[src/rtl/zion_basic_circuit_lib_pkg.sv]
// Shared helpers and defaults for the zion basic circuit library pipeline blocks.
package zion_basic_circuit_lib_pkg;

    localparam int unsigned HS_PIPE_WIDTH_DEF = 32;
    localparam int unsigned HS_PIPE_DEPTH_DEF = 3;

    // Width needed to count 0..depth valid stages.
    function automatic int unsigned cnt_w(input int unsigned depth);
        return $clog2(depth + 1);
    endfunction

endpackage

[src/rtl/zion_basic_circuit_lib_hs_stage.sv]
// One valid+data pipeline stage; data only captures on a valid load so bubbles keep old data.
module zion_basic_circuit_lib_hs_stage #(
    parameter int unsigned      WIDTH    = 32,
    parameter logic [WIDTH-1:0] INI_DATA = WIDTH'(1)
) (
    input  logic             clk,
    input  logic             rst,
    input  logic             load,
    input  logic             inVld,
    input  logic [WIDTH-1:0] inDat,
    output logic             vld,
    output logic [WIDTH-1:0] dat
);

    always_ff @(posedge clk or posedge rst) begin
        if (rst) begin
            vld <= 1'b0;
        end else if (load) begin
            vld <= inVld;
        end
    end

    always_ff @(posedge clk or posedge rst) begin
        if (rst) begin
            dat <= INI_DATA;
        end else if (load && inVld) begin
            dat <= inDat;
        end
    end

endmodule

[src/rtl/zion_basic_circuit_lib_hs_pipe.sv]
// Multi-stage valid/ready register pipeline with bubble collapsing, synchronous flush
// and a registered occupancy count.
module zion_basic_circuit_lib_hs_pipe
    import zion_basic_circuit_lib_pkg::*;
#(
    parameter int unsigned      WIDTH    = HS_PIPE_WIDTH_DEF,
    parameter int unsigned      DEPTH    = HS_PIPE_DEPTH_DEF,
    parameter logic [WIDTH-1:0] INI_DATA = WIDTH'(1),
    parameter int unsigned      CNT_W    = cnt_w(DEPTH)
) (
    input  logic             clk,
    input  logic             rst,
    input  logic             iVld,
    output logic             oRdy,
    input  logic [WIDTH-1:0] iDat,
    output logic             oVld,
    input  logic             iRdy,
    output logic [WIDTH-1:0] oDat,
    input  logic             iFlush,
    output logic [CNT_W-1:0] oCnt
);

    logic [DEPTH-1:0] vld;
    logic [WIDTH-1:0] dat [DEPTH];
    logic [DEPTH:0]   mv;
    logic [DEPTH-1:0] ld;
    logic [DEPTH-1:0] in_vld;
    logic             in_xfer;
    logic             out_xfer;
    logic [CNT_W-1:0] cnt_q;

    // Advance chain: a stage may load if it is empty or its successor moves.
    always_comb begin
        mv        = '0;
        mv[DEPTH] = iRdy;
        for (int k = DEPTH - 1; k >= 0; k--) begin
            mv[k] = !vld[k] || mv[k+1];
        end
    end

    // Flush loads a bubble into every stage, which clears vld but leaves data intact.
    always_comb begin
        ld     = '0;
        in_vld = '0;
        for (int k = 0; k < DEPTH; k++) begin
            ld[k] = mv[k] || iFlush;
            if (k == 0) begin
                in_vld[k] = iVld && !iFlush;
            end else begin
                in_vld[k] = vld[k-1] && !iFlush;
            end
        end
    end

    for (genvar k = 0; k < DEPTH; k++) begin : g_stage
        logic [WIDTH-1:0] stage_in;
        if (k == 0) begin : g_head
            assign stage_in = iDat;
        end else begin : g_body
            assign stage_in = dat[k-1];
        end

        zion_basic_circuit_lib_hs_stage #(
            .WIDTH    (WIDTH),
            .INI_DATA (INI_DATA)
        ) u_stage (
            .clk   (clk),
            .rst   (rst),
            .load  (ld[k]),
            .inVld (in_vld[k]),
            .inDat (stage_in),
            .vld   (vld[k]),
            .dat   (dat[k])
        );
    end

    assign oRdy     = mv[0] && !iFlush;
    assign oVld     = vld[DEPTH-1] && !iFlush;
    assign oDat     = dat[DEPTH-1];
    assign in_xfer  = iVld && oRdy;
    assign out_xfer = oVld && iRdy;

    always_ff @(posedge clk or posedge rst) begin
        if (rst) begin
            cnt_q <= '0;
        end else if (iFlush) begin
            cnt_q <= '0;
        end else begin
            cnt_q <= cnt_q + CNT_W'(in_xfer) - CNT_W'(out_xfer);
        end
    end

    assign oCnt = cnt_q;

endmodule

[config.mk]
export PLATFORM = sky130hd
export DESIGN_NAME = zion_basic_circuit_lib_hs_pipe
export DESIGN_NICKNAME = d
export VERILOG_FILES = /design/src/rtl/zion_basic_circuit_lib_pkg.sv /design/src/rtl/zion_basic_circuit_lib_hs_stage.sv /design/src/rtl/zion_basic_circuit_lib_hs_pipe.sv
export SDC_FILE = /design/constraint.sdc
export NUM_CORES = 1
export LEC_CHECK = 0
export CAP_MARGIN = 40
export CELL_PAD_IN_SITES_DETAIL_PLACEMENT = 2
export CELL_PAD_IN_SITES_GLOBAL_PLACEMENT = 2
export CORE_ASPECT_RATIO = 0.8
export CORE_MARGIN = 2
export CORE_UTILIZATION = 38
export DETAILED_ROUTE_END_ITERATION = 12
export HOLD_SLACK_MARGIN = 0.1
export MAX_ROUTING_LAYER = met4
export PLACE_DENSITY = 0.91
export SLEW_MARGIN = 20
export SYNTH_ARGS = -nofsm -noshare
export SYNTH_HDL_FRONTEND = slang
export SYNTH_HIERARCHICAL = 1
export SYNTH_SLANG_ARGS = --single-unit
[constraint.sdc]
create_clock -name clk -period 1.8 [get_ports clk]
set_input_delay 0.36 -clock clk [delete_from_list [all_inputs] [get_ports clk]]
set_output_delay 0.36 -clock clk [all_outputs]
set_load 0.05 [all_outputs]
==> results.ini <==
[power]
pwr-share-comb = 0.359
peakVddDrop_mv = 0.642
power_frac_seq = 0.419
switchingPower_mw = 2.75
intPower_mw = 5.18
power_mw = 7.93
netSwitchingFraction = 0.347
clkPwrFrac = 0.222
power_density_mw_per_mm2 = 1450
leakagePower_nw = 2.77

[drt]
ant_nets = 0
dr.pass1.iters = 4
routed_wirelength_um = 9070
drt_iter0_drc = 41
avgViaCountPerCell = 4.65
drc_errors = 0
wl_per_cell_um = 19.0
vias = 2219

[layout]
finalNetCount = 367
syn_to_final_growth_pct = 29.7
n_fill_cell = 993
layout-drive-gt1-share = 0.517
n_antenna_cell = 0
fin_util = 0.506

[hold_path]
hp-class = in -> async

[floorplanning]
initial_core_util = 0.390
core_mm2 = 0.0108
num_rows = 34
die_h_um = 98.4
die_area_mm2 = 0.0120
ios = 73
die_w_um = 122

[synthesis]
synth-adder-area-share = 0.00592
ys_warn_count = 6
synth_top_family_by_area = multiplexers
synth_top_cells_by_count = dfrtp_1 (98), mux2_4 (87), buf_6 (9), mux2_2 (9), inv_1 (8)
synth-compound-area-share = 0.00355
yosysTopAreaCell = dfrtp_1
yosys_register_bits = 101
async_flop_share = 1.00
synth_edf_count = 0
ys_seq_area_frac = 0.598
ys.flop_type = dfrtp_1
netlist_instances = 237
synth-xor-area-share = 0.00532
synth_fp_nets = 276
yosysMostFrequentCell = dfrtp_1
synth_cell_types = 17
netlist_area_mm2 = 0.00423
synthMuxAreaShare = 0.333
synth_top_area_share = 0.580
synth_area_leaders = dfrtp_1 (58%), mux2_4 (31%), buf_6 (2.4%)
yosys.area_share.simple = 0.0231
syn_avg_cell_area_um2 = 17.8

[grt]
grt-ovfl-total = 0
antenna_found_initial = 0
grt_max_degree = 25
grt_pass1_wl_um = 15100
track_usage = 0.174
grt_pass1_vias = 2643

[timing]
finalSetupViolCount = 0
slew_violations = 0
post-route-min-period_ns = 1.63
slew-limit-headroom = 0.729
fin_skew_ns = 0.00604
post-route-period-util = 0.907
fmax_mhz = 612
grt_setup_unrepaired = no
worstMarginPinSlew_ns = 0.405
hold_viol_final = 0
setup_ws_ns = 0.167

[clock_tree]
cts-root-buf = clkbuf_16
cts_made_buffers = 9
cts_tree = built
cts_sinks = 101
clk_latency_ns = 0.34
hold_buffers = 0
h-tree-depth = 3
cts.clk_slew.worst_paths_ns = 0.06
clockBufferDepth = 2

[place]
dp_hpwl_um = 6790
dp_slack_ns = -0.320
gp_congestion = 0.748
io_buffers = 72

[setup_path]
worstPathCellList = nor2b_4, and2_1, ha_1, inv_1, ha_1, xnor3_1, nor2_1
worst-endpoint-arrival_ns = 1.90
crit_fanout = 6
max_stage_delay_ns = 0.43
setup.worst_path.class = reg -> reg
end_kind = register
required_ns = 2.07
slowest_stage = dfrtp_1
critPathLaunch = g_stage[2].u_stage/vld
critPathLaunchType = register
cpMostUsedCell = ha_1
r2r-start = g_stage[2].u_stage/vld

[status]
status = finished, final reports clean

[flow_run]
maxCapViolCount = 0

area by class of cell:
cell class,count,area (um2),share of cell area
clock buffers,12,246,0.0449
inverters,8,30.0,0.00547
flip-flops and latches,101,2530,0.461
clock inverters,4,23.8,0.00433
repair buffers,89,888,0.162
well taps,144,180,0.0328
multi-input cells,119,1590,0.289
power groups by stage:
stage | logic [mW] | clock network, mW | registers [mW]
2_1_floorplan | 0.976 | 0 | 4.29
3_3_place_gp | 2.77 | 0 | 3.31
3_5_place_dp | 2.88 | 0 | 3.37
4_1_cts | 2.89 | 1.82 | 3.34
5_1_grt | 2.99 | 1.92 | 3.41
6_report | 2.85 | 1.76 | 3.32
registers in the layout, summed over array words and instances (netlist names):
signal               count
oCnt                     2
g_stage.u_stage/vld      3
g_stage.u_stage/dat     96
worst max-delay path: cells and delay by family (launching register included):
family / cells / cell delay [ns]
buffers and inverters: 1 / 0.07
DFF: 1 / 0.43
adders and majority gates: 2 / 0.44
xor gates and xnor gates: 1 / 0.21
and+or+nand+nor: 3 / 0.41
cells by family (layout without fill, tap and decap cells):
group / count (synthesis) / after routing
fa+ha+maj: 2 / 2
simple gates: 17 / 17
flops: 101 / 101
mux: 96 / 96
compound gates: 3 / 3
buf+inv: 17 / 113
xor+xnor: 1 / 1
layout by cell type, fill, tap and decap left out, types with 8 or more instances in the layout:
cell,instances
mux2_4,87
mux2_2,9
buf_4,43
clkdlybuf4s50_1,34
clkbuf_16,9
dfrtp_1,98
inv_1,8
buf_12,10
metrics by stage:
| step | TNS [ns] | std cells | instance area (um2) | hold slack, ns |
|---|---|---|---|---|
| 6_report | 0 | 477 | 5490 | 0.337 |
| 3_5_place_dp | -19.07 | 461 | 5200 | 0.494 |
| 2_1_floorplan | 0 | 237 | 4240 | 0.101 |
| 4_1_cts | 0 | 477 | 5470 | 0.349 |
| 5_1_grt | 0 | 477 | 5490 | 0.363 |
| 3_3_place_gp | -13.70 | 461 | 5200 | 0.485 |
worst paths after layout:
kind | slack, ns | depth (start not counted) | endpoint
max in group asynchronous | 0.83 | 3 | g_stage[1].u_stage/dat[0]
min in group clk | 0.39 | 3 | oCnt[1]
worst min-delay path | 0.34 | 2 | oCnt[1]
worst min register to register | 0.51 | 1 | g_stage[1].u_stage/dat[9]
worst max register to register | 0.17 | 7 | oCnt[1]
worst max-delay path | 0.17 | 7 | oCnt[1]
what timing repair did:
action	CTS	global route
buffers inserted	0	0
endpoints found under the hold margin	0	0
endpoints found under the setup margin	1	3
pin swaps	0	1
resized for setup	1	4
layer usage:
layer  vias to the layer above  GRT usage  wire, um  share of wire
met5                         -          -         0              0
met4                         0     0.0345        82         0.0090
met3                         8     0.0502       363          0.040
met2                        48      0.306      4960           0.55
met1                      1166      0.199      3670           0.40
li1                        997          -         -              -
No activity file was read; power rests on OpenSTA's default activity.
